### config.mk
export PLATFORM = sky130hd
export DESIGN_NAME = conv_stream_ctrl
export DESIGN_NICKNAME = d
export VERILOG_FILES = /design/src/rtl/conv_stream_ctrl.sv
export SDC_FILE = /design/constraint.sdc
export NUM_CORES = 1
export LEC_CHECK = 0
export BUFFER_PORTS_ARGS = -buffer_cell sky130_fd_sc_hd__buf_2
export CAP_MARGIN = 20
export CELL_PAD_IN_SITES_DETAIL_PLACEMENT = 0
export CELL_PAD_IN_SITES_GLOBAL_PLACEMENT = 2
export CORE_MARGIN = 2
export CORE_UTILIZATION = 42
export CTS_CLUSTER_SIZE = 40
export DETAILED_ROUTE_END_ITERATION = 10
export PLACE_DENSITY_LB_ADDON = 0.1
export SYNTH_ARGS = -nofsm -noshare
export SYNTH_HDL_FRONTEND = slang
export SYNTH_SLANG_ARGS = --single-unit
### constraint.sdc
create_clock -name clk -period 2.55 [get_ports clk]
set_clock_uncertainty 0.1 [all_clocks]
set_input_delay 0 -clock clk [delete_from_list [all_inputs] [get_ports clk]]
set_output_delay 0 -clock clk [all_outputs]
set_load 0.01 [all_outputs]
### src/rtl/conv_stream_ctrl.sv
// Frame sequencer for the KxK line-buffer feeder and systolic array.
// Steps the datapath on pixel accept and drain cycles, and tags window results.
module conv_stream_ctrl #(
  parameter int IMG_W    = 64,
  parameter int IMG_H    = 64,
  parameter int K        = 3,
  parameter int PIPE_LAT = 5
) (
  input  logic                       clk,
  input  logic                       rst,
  input  logic                       start,
  input  logic                       abort,
  input  logic                       pix_valid,
  output logic                       pix_ready,
  output logic                       feed_en,
  output logic                       res_valid,
  output logic [$clog2(IMG_W)-1:0]   res_x,
  output logic [$clog2(IMG_H)-1:0]   res_y,
  output logic                       busy,
  output logic                       done
);

  localparam int XW = $clog2(IMG_W);
  localparam int YW = $clog2(IMG_H);
  localparam int NS = PIPE_LAT - 1;
  localparam int DW = $clog2(PIPE_LAT + 1);
  localparam logic [XW-1:0] X_LAST = XW'(IMG_W - 1);
  localparam logic [YW-1:0] Y_LAST = YW'(IMG_H - 1);
  localparam logic [XW-1:0] X_K    = XW'(K - 1);
  localparam logic [YW-1:0] Y_K    = YW'(K - 1);
  localparam logic [DW-1:0] D_LAST = DW'(PIPE_LAT - 1);

  typedef enum logic [1:0] {
    ST_IDLE  = 2'd0,
    ST_RUN   = 2'd1,
    ST_DRAIN = 2'd2,
    ST_DONE  = 2'd3
  } state_t;

  state_t          state_r, state_s;
  logic [XW-1:0]   x_r;
  logic [YW-1:0]   y_r;
  logic [DW-1:0]   drain_r;
  logic [NS-1:0]   tag_v_r;
  logic [XW-1:0]   tag_x_r [NS];
  logic [YW-1:0]   tag_y_r [NS];
  logic            res_valid_r;
  logic [XW-1:0]   res_x_r;
  logic [YW-1:0]   res_y_r;
  logic            accept_s, last_pix_s, win_s, frame_start_s;

  assign accept_s      = pix_valid & pix_ready;
  assign last_pix_s    = (x_r == X_LAST) && (y_r == Y_LAST);
  assign win_s         = (x_r >= X_K) && (y_r >= Y_K);
  assign frame_start_s = (state_r == ST_IDLE) && start;

  // Handshake and step strobes decoded from the current state
  always_comb begin
    pix_ready = 1'b0;
    feed_en   = 1'b0;
    case (state_r)
      ST_RUN: begin
        pix_ready = 1'b1;
        feed_en   = pix_valid;
      end
      ST_DRAIN: feed_en = 1'b1;
      default: begin
        pix_ready = 1'b0;
        feed_en   = 1'b0;
      end
    endcase
  end

  // Next-state logic; abort overrides every transition
  always_comb begin
    state_s = state_r;
    if (abort) begin
      state_s = ST_IDLE;
    end else begin
      case (state_r)
        ST_IDLE:  state_s = start ? ST_RUN : ST_IDLE;
        ST_RUN:   state_s = (accept_s && last_pix_s) ? ST_DRAIN : ST_RUN;
        ST_DRAIN: state_s = (drain_r == D_LAST) ? ST_DONE : ST_DRAIN;
        ST_DONE:  state_s = ST_IDLE;
        default:  state_s = ST_IDLE;
      endcase
    end
  end

  // State register
  always_ff @(posedge clk or posedge rst) begin
    if (rst) state_r <= ST_IDLE;
    else     state_r <= state_s;
  end

  // Raster position, advanced on accepted pixels only
  always_ff @(posedge clk or posedge rst) begin
    if (rst) begin
      x_r <= {XW{1'b0}};
      y_r <= {YW{1'b0}};
    end else if (abort || frame_start_s) begin
      x_r <= {XW{1'b0}};
      y_r <= {YW{1'b0}};
    end else if (accept_s) begin
      if (x_r == X_LAST) begin
        x_r <= {XW{1'b0}};
        y_r <= (y_r == Y_LAST) ? {YW{1'b0}} : y_r + YW'(1);
      end else begin
        x_r <= x_r + XW'(1);
      end
    end
  end

  // Drain cycle counter
  always_ff @(posedge clk or posedge rst) begin
    if (rst)                                drain_r <= {DW{1'b0}};
    else if (abort || state_r != ST_DRAIN)  drain_r <= {DW{1'b0}};
    else                                    drain_r <= drain_r + DW'(1);
  end

  // Tag pipe mirrors datapath latency; drain steps push in empty tags
  always_ff @(posedge clk or posedge rst) begin
    if (rst) begin
      tag_v_r <= {NS{1'b0}};
      for (int i = 0; i < NS; i++) begin
        tag_x_r[i] <= {XW{1'b0}};
        tag_y_r[i] <= {YW{1'b0}};
      end
    end else if (abort) begin
      tag_v_r <= {NS{1'b0}};
    end else if (feed_en) begin
      for (int i = NS - 1; i > 0; i--) begin
        tag_v_r[i] <= tag_v_r[i-1];
        tag_x_r[i] <= tag_x_r[i-1];
        tag_y_r[i] <= tag_y_r[i-1];
      end
      tag_v_r[0] <= accept_s & win_s;
      tag_x_r[0] <= x_r - X_K;
      tag_y_r[0] <= y_r - Y_K;
    end
  end

  // Registered result flag and coordinates
  always_ff @(posedge clk or posedge rst) begin
    if (rst) begin
      res_valid_r <= 1'b0;
      res_x_r     <= {XW{1'b0}};
      res_y_r     <= {YW{1'b0}};
    end else begin
      res_valid_r <= ~abort & feed_en & tag_v_r[NS-1];
      if (feed_en && tag_v_r[NS-1]) begin
        res_x_r <= tag_x_r[NS-1];
        res_y_r <= tag_y_r[NS-1];
      end
    end
  end

  assign res_valid = res_valid_r;
  assign res_x     = res_x_r;
  assign res_y     = res_y_r;
  assign busy      = (state_r != ST_IDLE);
  assign done      = (state_r == ST_DONE);

endmodule
==> summary.md <==
| Metric | Value |
|---|---|
| Status | `completed` |
| Share of layout cells above drive strength 1 | `23.8%` |
| Core ar. | `8590 sq um` |
| Rows | `34` |
| Syn Nets | `311` |
| Fin crit period | `2.35 ns` |
| Gr ovfl total | `0` |
| Slew HR | `51.7%` |
| Clock slew at reported path FFs | `0.09 ns` |
| Maximum vdd drop | `0.000228 V` |
| Final #Nets | `335` |
| Maximum fanout along the worst path | `7` |
| Number of distinct library cells after synthesis | `43` |
| Die width | `97.6 um` |
| Initial antenna violation count | `0` |
| TritonCTS clock tree | `done` |
| Critical path class | `flop to flop` |
| RSZ-0062 raised after global routing | `no` |
| Final Max Tran Viols | `0` |
| Area Growth Syn to Fin | `11.4%` |
| Worst setup EP type | `flop` |
| DR iter-0 viols | `57` |
| Post-synth EDFFs | `0` |
| N_diodes | `0` |
| Internal power | `1970 uW` |
| Seq pwr share | `56.1%` |
| Die area | `9530 sq um` |
| Cells after Synth | `291` |
| Post-Synth Adder-Cell Area | `5.10%` |
| Setup_tns | `0 ns` |
| Clock latency on the worst-skew pair | `0.35 ns` |
| PortBufs | `21` |
| Crit path DAT | `2.48 ns` |
| Initial Utilization | `42.8%` |
| Max Freq | `426 MHz` |
| Postcts setup bufs | `0` |
| Simple-gate share of the synthesized area | `8.84%` |
| Synth Warn # | `0` |
| Commonest cells in the synthesized netlist | `82 x dfrtp_1, 30 x nand2_1, 21 x mux2_1, 18 x mux2_2` |
| HPWL after DPL | `4.17 mm` |
| Sequential fraction of the synthesis area | `55.7%` |
| Crit path largest cell delay | `0.56 ns` |
| Asr flop ratio synth | `100%` |
| Vias | `2,119` |
| Routed vias/inst | `4.95` |
| Filler cell count | `783` |
| Final setup violation count | `0` |
| Area leader, netlist | `dfrtp_1` |
| Clk sink count | `82` |
| Logic pwr share | `7.3%` |
| Max Cap Viol | `0` |
| IO Pins | `22` |
| Largest net degree at the start of global routing | `61` |
| Die Height | `97.6 um` |
| Final non-filler cell total | `428` |
| P_leak | `0.00211 uW` |
| H-tree depth | `3` |
| Synth Cell Area | `3680 sq um` |
| Hold Crit Class | `input port to flop` |
| First-pass detailed-route iteration total | `4` |
| Clock share of power | `36.6%` |
| Area share of the largest cell type after synthesis | `55.7%` |
| Syn_area_per_cell | `12.6 sq um` |
| Post-Synth XOR/XNOR Area | `3.33%` |
| Predominant post-synthesis flop cell | `dfrtp_1` |
| Total track usage | `14.5%` |
| TritonCTS buffer count | `9` |
| Slew @ Worst Pin | `0.723 ns` |
| DRT antenna net count | `0` |
| Net Sw Frac | `25.2%` |
| Crit start category | `flop` |
| #FFs+latches synth | `82` |
| Worst path slowest cell | `dlygate4sd3_1` |
| Mux cell area share after synthesis | `15.6%` |
| Largest family of logic cells by synthesized area | `multiplexers` |
| Synth Area in Compound Gates | `6.39%` |
| Clock root cell | `clkbuf_8` |
| Post-detailed-route wirelength per cell | `14.5 um` |
| Power Density | `643 nW/um^2` |
| DP Cell Count | `408` |
| Period utilization | `92.0%` |
| Net Switching | `665 uW` |
| DRC Markers | `0` |
| Clock buffer depth | `2` |
| First-pass GRT wire length | `10.9 mm` |
| Vias in the first global route | `2,172` |
| Final hold vios | `0` |
| Drt total wl | `6.20 mm` |
| GPL Wtd Cong | `0.817` |
| Worst EP required | `2.69 ns` |
| Top-count cell post-synth | `dfrtp_1` |
| Synth area leaders | `dfrtp_1 56%, mux2_1 6.4%, mux2_2 5.5%, ha_1 5.1%, mux2_4 3.7%` |
| Cells along the critical path | `inv_1, ha_1, and4_2, nand2_1, o21ai_0, a221oi_1, dlygate4sd3_1` |
through the flow:
step	util (%)	area, sq um	hold slack, ns	setup WS (ns)	total power [uW]
4_1_cts	47.7	4100	0.0577	0.124	2690
5_1_grt	47.7	4100	0.110	0.0577	2790
3_5_place_dp	44.9	3860	0.0437	0.429	1700
2_1_floorplan	-	3680	0.0445	0.342	1640
6_report	47.7	4100	0.0763	0.203	2640
3_3_place_gp	44.9	3860	0.0418	0.472	1690
cell type report:
class | instances | area [sq um] | share of cell area [%]
clock inverters | 6 | 73.8 | 1.80
well taps | 108 | 135 | 3.30
repair buffers | 28 | 193 | 4.70
flip-flops and latches | 82 | 2050 | 50.0
multi-input cells | 178 | 1460 | 35.5
inverters | 16 | 63.8 | 1.56
clock buffers | 10 | 128 | 3.11
critical path: cells and delay by family (launching register included):
| family | cells | cell delay (ns) |
|---|---|---|
| DFF | 1 | 0.42 |
| and+or+nand+nor | 2 | 0.49 |
| adders and majority gates | 1 | 0.24 |
| buffers and inverters | 2 | 0.67 |
| AOI/OAI and AO/OA | 2 | 0.32 |
flip-flops by register name (all words and copies together) (netlist names):
name and count:
tag_x_r 24, tag_y_r 24, res_x 6, res_y 6, x_r 6, y_r 6
tag_v_r 4, drain_r 3, state_r 2, res_valid 1
repair_timing:
action / 4_1_cts / 5_1_grt
hold endpoints to repair: 44 / 0
setup endpoints to repair: 0 / 1
resized for setup: 0 / 1
hold buffers: 4 / 0
cells by family (layout without fill, tap and decap cells):
family | count (synthesis) | count (layout)
xor gates and xnor gates | 14 | 14
AOI/OAI and AO/OA | 35 | 35
DFF | 82 | 82
adders and majority gates | 15 | 15
buffers and inverters | 31 | 60
muxes | 48 | 48
and+or+nand+nor | 66 | 66
cell usage in the layout, fill, tap and decap left out, types with 3 or more instances in the layout:
master	Yosys	final
a21oi_1	6	6
and2_1	3	3
buf_2	2	21
clkbuf_8	1	9
dfrtp_1	82	82
dlygate4sd3_1	0	4
ha_1	15	15
inv_1	15	14
mux2_1	21	21
mux2_2	18	18
mux2_4	9	9
nand2_1	30	30
nand3_1	3	3
nor2_1	13	13
nor3_1	3	3
o21ai_0	14	14
xnor2_1	9	9
xor2_1	5	5
per-layer routing:
layer,wire length [um],GRT usage (%)
met4,138,8.12
met2,2660,21.3
met3,181,2.73
met5,0,0
met1,3220,20.1
power by group through the flow:
stage	combinational (uW)	clock [uW]	sequential, uW
detailed placement	191	0	1510
global placement	185	0	1510
global route	228	1060	1500
floorplan	149	0	1490
CTS	198	1000	1480
finish	192	966	1480
path summary, 6_finish.rpt:
| kind | startpoint | to | slack, ns | cells after the start |
|---|---|---|---|---|
| max in group asynchronous | rst | tag_x_r[8] | 1.51 | 4 |
| worst min-delay path | pix_valid | x_r[5] | 0.08 | 5 |
| worst min register to register | drain_r[0] | drain_r[0] | 0.37 | 1 |
| min in group asynchronous | rst | res_valid | 0.19 | 3 |
| worst max register to register | state_r[1] | state_r[0] | 0.20 | 7 |
| worst max-delay path | state_r[1] | state_r[0] | 0.20 | 7 |
(Power assumes the default switching activity.)
